<file path="src/rtl/clock_sleep_ms.sv">
// clock_sleep_ms: millisecond delay engine.
// The caller loads a millisecond count and pulses start_port. A prescaler
// counts CLOCK_RATIO clocks per millisecond, return_port counts elapsed
// milliseconds, and done_port pulses for one cycle once the delay has elapsed.
// All outputs are registered, so no input reaches an output combinationally.

module clock_sleep_ms #(
    parameter int CLOCK_RATIO = 200000,
    parameter int DELAY_WIDTH = 32
) (
    input  logic                   clk,
    input  logic                   reset,
    input  logic                   start_port,
    input  logic [DELAY_WIDTH-1:0] delay_ms,
    output logic                   done_port,
    output logic                   busy,
    output logic [DELAY_WIDTH-1:0] return_port
);

    // The prescaler only has to hold 0..CLOCK_RATIO-1.
    localparam int PS_W = (CLOCK_RATIO > 2) ? $clog2(CLOCK_RATIO) : 1;
    localparam logic [PS_W-1:0] PS_MAX = PS_W'(CLOCK_RATIO - 1);

    typedef enum logic [1:0] {
        ST_IDLE = 2'd0,
        ST_RUN  = 2'd1,
        ST_DONE = 2'd2
    } state_t;

    state_t                 state_r;
    state_t                 next_state_s;
    logic [PS_W-1:0]        prescaler_r;
    logic [PS_W-1:0]        next_prescaler_s;
    logic [DELAY_WIDTH-1:0] target_r;
    logic [DELAY_WIDTH-1:0] next_target_s;
    logic [DELAY_WIDTH-1:0] return_r;
    logic [DELAY_WIDTH-1:0] next_return_s;
    logic [DELAY_WIDTH-1:0] return_inc_s;
    logic                   busy_r;
    logic                   next_busy_s;
    logic                   done_r;
    logic                   next_done_s;

    // return_port never passes target, so this increment cannot wrap while in RUN.
    assign return_inc_s = return_r + DELAY_WIDTH'(1);

    // State and datapath registers; reset wins over everything on the same edge.
    always_ff @(posedge clk) begin
        if (reset) begin
            state_r     <= ST_IDLE;
            prescaler_r <= '0;
            target_r    <= '0;
            return_r    <= '0;
            busy_r      <= 1'b0;
            done_r      <= 1'b0;
        end else begin
            state_r     <= next_state_s;
            prescaler_r <= next_prescaler_s;
            target_r    <= next_target_s;
            return_r    <= next_return_s;
            busy_r      <= next_busy_s;
            done_r      <= next_done_s;
        end
    end

    // Next-state and next-output logic; outputs are computed one cycle ahead
    // so that busy/done_port/return_port come straight from flops.
    always_comb begin
        next_state_s     = state_r;
        next_prescaler_s = prescaler_r;
        next_target_s    = target_r;
        next_return_s    = return_r;
        next_busy_s      = busy_r;
        next_done_s      = 1'b0;

        case (state_r)
            ST_IDLE: begin
                if (start_port) begin
                    next_target_s    = delay_ms;
                    next_prescaler_s = '0;
                    next_return_s    = '0;
                    if (delay_ms == '0) begin
                        // Zero delay completes immediately without ever going busy.
                        next_state_s = ST_DONE;
                        next_busy_s  = 1'b0;
                        next_done_s  = 1'b1;
                    end else begin
                        next_state_s = ST_RUN;
                        next_busy_s  = 1'b1;
                        next_done_s  = 1'b0;
                    end
                end else begin
                    next_state_s = ST_IDLE;
                    next_busy_s  = 1'b0;
                end
            end

            ST_RUN: begin
                if (prescaler_r == PS_MAX) begin
                    next_prescaler_s = '0;
                    next_return_s    = return_inc_s;
                    if (return_inc_s == target_r) begin
                        next_state_s = ST_DONE;
                        next_busy_s  = 1'b0;
                        next_done_s  = 1'b1;
                    end else begin
                        next_state_s = ST_RUN;
                        next_busy_s  = 1'b1;
                    end
                end else begin
                    next_prescaler_s = prescaler_r + PS_W'(1);
                    next_busy_s      = 1'b1;
                end
            end

            ST_DONE: begin
                // Single-cycle pulse; return_port keeps the final count.
                next_state_s = ST_IDLE;
                next_busy_s  = 1'b0;
                next_done_s  = 1'b0;
            end

            default: begin
                next_state_s     = ST_IDLE;
                next_prescaler_s = '0;
                next_busy_s      = 1'b0;
                next_done_s      = 1'b0;
            end
        endcase
    end

    assign done_port   = done_r;
    assign busy        = busy_r;
    assign return_port = return_r;

endmodule

</file>
<file path="config.mk">
export PLATFORM = sky130hd
export DESIGN_NAME = clock_sleep_ms
export DESIGN_NICKNAME = d
export VERILOG_FILES = /design/src/rtl/clock_sleep_ms.sv
export SDC_FILE = /design/constraint.sdc
export NUM_CORES = 1
export LEC_CHECK = 0
export CAP_MARGIN = 10
export CORE_MARGIN = 5
export CORE_UTILIZATION = 41
export DETAILED_ROUTE_END_ITERATION = 10
export PLACE_DENSITY = 0.69
export SYNTH_ARGS = -nofsm -noshare
export SYNTH_HDL_FRONTEND = slang
export SYNTH_SLANG_ARGS = --single-unit
export TNS_END_PERCENT = 10
</file>
<file path="constraint.sdc">
create_clock -name clk -period 3.9 [get_ports clk]
set_input_delay 0.78 -clock clk [delete_from_list [all_inputs] [get_ports clk]]
set_output_delay 0.78 -clock clk [all_outputs]
set_load 0.02 [all_outputs]
</file>
======== Word-level counts from Yosys, hierarchy flattened ========
Cells that the tools add are included.
cells by class
  $add $sub $neg .......................... 2
  equal/unequal tests ..................... 6
  muxes and demuxes ....................... 21
  bitwise logic cells ..................... 1
  reduce and logical (&&, ||, !) cells .... 6
operators with widths
  cell                                                                    number
  32-bit two-way mux                                                      2
  32-bit one-hot mux with 2 select lines                                  1
  18-bit one-hot mux with 3 select lines                                  1
  18-bit two-way mux                                                      2
  32-bit by 1-bit adder with 32-bit output (second input constant)        1
  32-bit equality test                                                    1
  32-bit logical NOT                                                      1
  18-bit by 1-bit adder with 18-bit output (second input constant)        1
  18-bit equality test (second input constant)                            1
  1-bit two-way mux                                                       8
  2-bit two-way mux                                                       4
  2-bit inequality test (second input constant)                           2
  1-bit one-hot mux with 2 select lines                                   2
  2-bit one-hot mux with 2 select lines                                   1
  2-bit AND reduction                                                     2
  3-bit AND reduction                                                     1
  2-bit by 1-bit equality test with 1-bit output (second input constant)  1
  2-bit equality test (second input constant)                             1
  2-bit logical NOT                                                       1
  2-bit nonzero test                                                      1
  1-bit NOT                                                               1
word-level totals
  flip-flop bits (word level) ............. 86
  input port bits ......................... 35
  output and inout bits ................... 34
  logic and storage cells ................. 42

======== Logic depth before layout (Yosys ltp) ========
  depth after elaboration ................. 5
  gate-level depth with buffers ........... 11
  mapped depth without buffers ............ 9

======== Least setup slack after synthesis ========
Ideal clock, no wire load.
  kind .................................... reg2reg
  from .................................... reg return_r[0], in the netlist return_port[0]
  to ...................................... reg busy_r, in the netlist busy
  library setup time ...................... 0.117 ns
  arrival ................................. 2.979 ns
  required time ........................... 3.783 ns
  slack ................................... 0.804 ns
  cell stages (with the launch flop) ...... 12
  buffers on the path ..................... 2
  period minus slack after synthesis ...... 3.096 ns
  cell sequence ........................... dfxtp_1 -> ha_1 -> clkbuf_1 -> and3_1 -> and4_1 -> buf_2 -> nand3b_1 -> a311oi_1 -> nand4_1 -> a2111oi_1 -> or4b_4 -> a22o_1
between the ends
  cells in the longest elaborated chain, start to end .. 5
ends and longest elaborated chain
  what                                      line  RTL
  start: declaration                        36    logic [DELAY_WIDTH-1:0] return_r;
  start signal: assignment                  60    return_r <= next_return_s;
  32-bit by 1-bit adder with 32-bit output  45    assign return_inc_s = return_r + DELAY_WIDTH'(1);
  32-bit equality test                      102   if (return_inc_s == target_r) begin
  1-bit two-way mux                         102
  1-bit two-way mux                         99    if (prescaler_r == PS_MAX) begin
  1-bit one-hot mux with 2 select lines     76    case (state_r)
  end signal: assignment                    61    busy_r <= next_busy_s;
  end: declaration                          39    logic busy_r;
No other way between the ends.
A chain may end at the register's enable or synchronous reset.

======== Worst setup path in the final report ========
  from .................................... reg return_r[0], in the netlist return_port[0]
  to ...................................... reg state_r[0]
between the ends
  cells in the longest elaborated chain, start to end .. 5
ends and longest elaborated chain
  what                                      line  RTL
  32-bit by 1-bit adder with 32-bit output  45
  32-bit equality test                      102
  2-bit two-way mux                         102
  2-bit two-way mux                         99
  2-bit one-hot mux with 2 select lines     76
  end signal: assignment                    57    state_r <= next_state_s;
  end: declaration                          30    state_t state_r;
No other way between the ends. The select of a mux whose other input is x is not followed.

==> results.json <==
{
  "post_cts_buffers": 0,
  "p_clk_share_pct": 42.7,
  "fin_util_pct": 50.2,
  "fin_nets": 742,
  "viasPerCell": 5.77,
  "clk_pin_slew_worst_paths_ns": 0.06,
  "place_hpwl_mm": 10.7,
  "diodes": 0,
  "area_growth_pct": 21.3,
  "io_pins": 69,
  "r2r_start": "return_port[0]",
  "drt_iter0_drc": 354,
  "synth_cells": 657,
  "io_buffers": 68,
  "ys_seq_area_share_pct": 34.9,
  "p_per_area_nw_per_um2": 348,
  "ys.flop_type": "dfxtp_1",
  "fin_skew_ns": 0.00754,
  "syn_avg_cell_area_um2": 7.51,
  "hold_violations": 0,
  "slew_viol_final": 0,
  "insertion_delay_ns": 0.35,
  "firstDrtPassIters": 5,
  "place.gp.congestion": 0.905,
  "synth_edf_count": 0,
  "crit_chain": "ha_1, and3_1, and4_1, nand3b_1, a311oi_1, nand4_1, a2111oi_1, or4b_4, a22o_1",
  "grtUsageTotal_pct": 21.1,
  "grt_pass1_vias": 4849,
  "worstMarginPinSlew_ns": 0.846,
  "ctsResizeCount": 0,
  "cts_tree": "done",
  "hold_buffers": 0,
  "core_um2": 11900,
  "crit_fanout": 9,
  "status": "finished clean",
  "min_from": "target_r[25]",
  "worstSetupStartpoint": "return_port[0]",
  "power.leakage_uw": 0.00204,
  "hp-class": "reg2reg",
  "grt-ovfl-total": 0,
  "maxSlewHeadroom_pct": 43.4,
  "synth_area_um2": 4930,
  "setup_viol": 0,
  "fp.dieW_um": 120,
  "fmax_ghz": 0.291,
  "combPwrFrac_pct": 12.1,
  "cts_buffers": 9,
  "power.total_uw": 2080,
  "cp.required_ns": 4.14,
  "clockBufferDepth": 2,
  "rsz0062_at_grt": "no",
  "h-tree-depth": 3,
  "synth_seq_cells": 86,
  "crit_family": "simple AND/OR/NAND/NOR gates",
  "syn_nets": 694,
  "clock_sinks": 86,
  "vias": 4944,
  "ys_async_sr_fraction_pct": 0,
  "yosysWarnings": 0,
  "cp.arrival_ns": 3.68,
  "crit_type": "reg2reg",
  "wl_per_cell_um": 17.0,
  "cts-root-buf": "clkbuf_16",
  "grt_pass1_wl_mm": 24.4,
  "initial_core_util_pct": 41.4,
  "crit_path_end_kind": "flip-flop",
  "p_sw_share_pct": 26.2,
  "seqPwrFrac_pct": 45.2,
  "rows": 40,
  "drc": 0,
  "period_share_pct": 88.2,
  "intPower_uw": 1530,
  "fp.dieH_um": 120,
  "drive_gt1_share_pct": 5.92,
  "grt_max_degree": 57,
  "holdWs_ns": 0.468,
  "antenna_found_initial": 0,
  "totalWireLength_mm": 14.6,
  "finalSetupTns_ns": 0,
  "netSwitchingPower_uw": 546,
  "max-cap-violations": 0,
  "ys_types": 64,
  "cpMaxStageDelayCell": "or4b_4",
  "cp-start-kind": "flip-flop",
  "period_needed_ns": 3.44,
  "antenna_left": 0,
  "max_stage_delay_ns": 0.56,
  "ir_worst_vdd_mv": 0.211,
  "path_buf_inv": 0,
  "fp.dieArea_um2": 14300
}
per-stage QoR:
step	setup slack (ns)	cell area, µm²	std cells
after CTS	0.501	5980	857
after global placement	0.652	5680	841
after detailed placement	0.505	5680	841
after floorplan	0.804	4930	657
final	0.462	5980	857
after global routing	0.328	5980	857
tightest hold or removal path: cells and delay by family (launching register included):
kind               cells  cell delay, ns
AOI/OAI and AO/OA      1            0.05
and+or+nand+nor        1            0.05
DFF                    1            0.32
worst paths after layout:
| check | to | slack (ns) | cells past startpoint |
|---|---|---|---|
| setup reg to reg | state_r[0] | 0.46 | 9 |
| hold / removal | target_r[25] | 0.47 | 2 |
| hold reg to reg | target_r[25] | 0.47 | 2 |
| setup / recovery | state_r[0] | 0.46 | 9 |
power groups by stage:
stage          Sequential [µW]  Combinational [µW]  Clock, µW
4_1_cts                    941                 251        904
3_3_place_gp               959                 246          0
2_1_floorplan              950                 159          0
6_report                   941                 251        889
3_5_place_dp               960                 249          0
5_1_grt                    944                 279        941
sequential cells by signal, indices dropped and copies added (netlist names):
signal       count
state_r          2
target_r        32
busy             1
done_port        1
prescaler_r     18
return_port     32
per-layer routing:
layer	up-vias	GRT usage (%)	routed length (µm)
li1	2439	-	-
met4	0	9.38	434
met1	2308	27.4	6530
met5	-	0	0
met2	168	33.6	6710
met3	29	4.52	920
kinds of logic (layout without fill, tap and decap cells):
family | count (synthesis) | count (layout) | share of synthesized area, %
compound gates | 142 | 142 | 16.8
xor+xnor | 53 | 53 | 9.41
fa+ha+maj | 2 | 2 | 0.507
buf+inv | 44 | 97 | 4.11
flops | 86 | 86 | 34.9
mux | 2 | 2 | 0.406
simple gates | 328 | 328 | 33.9
Yosys cell counts, types with 3 or more instances:
| library cell | number | area, µm² |
|---|---|---|
| dfxtp_1 | 86 | 1720 |
| nand2b_1 | 3 | 18.8 |
| nor2b_1 | 6 | 37.5 |
| o41ai_1 | 3 | 26.3 |
| nand4_1 | 12 | 75.1 |
| nor2_1 | 65 | 244 |
| xor2_1 | 22 | 193 |
| o21ai_0 | 31 | 155 |
| and4_1 | 7 | 61.3 |
| a22oi_1 | 3 | 22.5 |
| nor4_1 | 18 | 113 |
| nand3b_1 | 3 | 22.5 |
| or3_1 | 6 | 37.5 |
| o211ai_1 | 3 | 22.5 |
| inv_1 | 4 | 15.0 |
| nand3_1 | 25 | 125 |
| and3_1 | 8 | 50.1 |
| a21oi_1 | 72 | 360 |
| nand2_1 | 118 | 443 |
| nor3_1 | 24 | 120 |
| o31ai_1 | 4 | 30.0 |
| a311oi_1 | 4 | 35.0 |
| buf_4 | 8 | 60.1 |
| nand4b_1 | 3 | 26.3 |
| xnor2_1 | 31 | 272 |
| buf_2 | 6 | 30.0 |
| clkbuf_1 | 26 | 97.6 |
| or4_1 | 6 | 45.0 |
cells in the final DEF, fill, tap and decap left out, types with 3 or more instances in the layout:
cell | Yosys | final
inv_1 | 4 | 4
o41ai_1 | 3 | 3
a22oi_1 | 3 | 3
o211ai_1 | 3 | 3
and3_1 | 8 | 8
or3_1 | 6 | 6
or4_1 | 6 | 6
xnor2_1 | 31 | 31
nor3_1 | 24 | 24
o31ai_1 | 4 | 4
nor4_1 | 18 | 18
nand4_1 | 12 | 12
nand2b_1 | 3 | 3
nor2b_1 | 6 | 6
nand3b_1 | 3 | 3
nor2_1 | 65 | 64
clkdlybuf4s50_1 | 0 | 67
a21oi_1 | 72 | 72
xor2_1 | 22 | 22
o21ai_0 | 31 | 31
and4_1 | 7 | 7
dfxtp_1 | 86 | 86
buf_4 | 8 | 9
clkbuf_16 | 0 | 9
nand4b_1 | 3 | 3
nand3_1 | 25 | 25
a311oi_1 | 4 | 4
nand2_1 | 118 | 118
final cells by class:
type / instances / area (µm²)
Fill cell: 1181 / 5930
Tap cell: 147 / 184
Multi-Input combinational cell: 527 / 3010
Sequential cell: 86 / 1720
Clock buffer: 10 / 239
Clock inverter: 6 / 68.8
Inverter: 4 / 15.0
Timing Repair Buffer: 77 / 743
(Power assumes the default switching activity.)
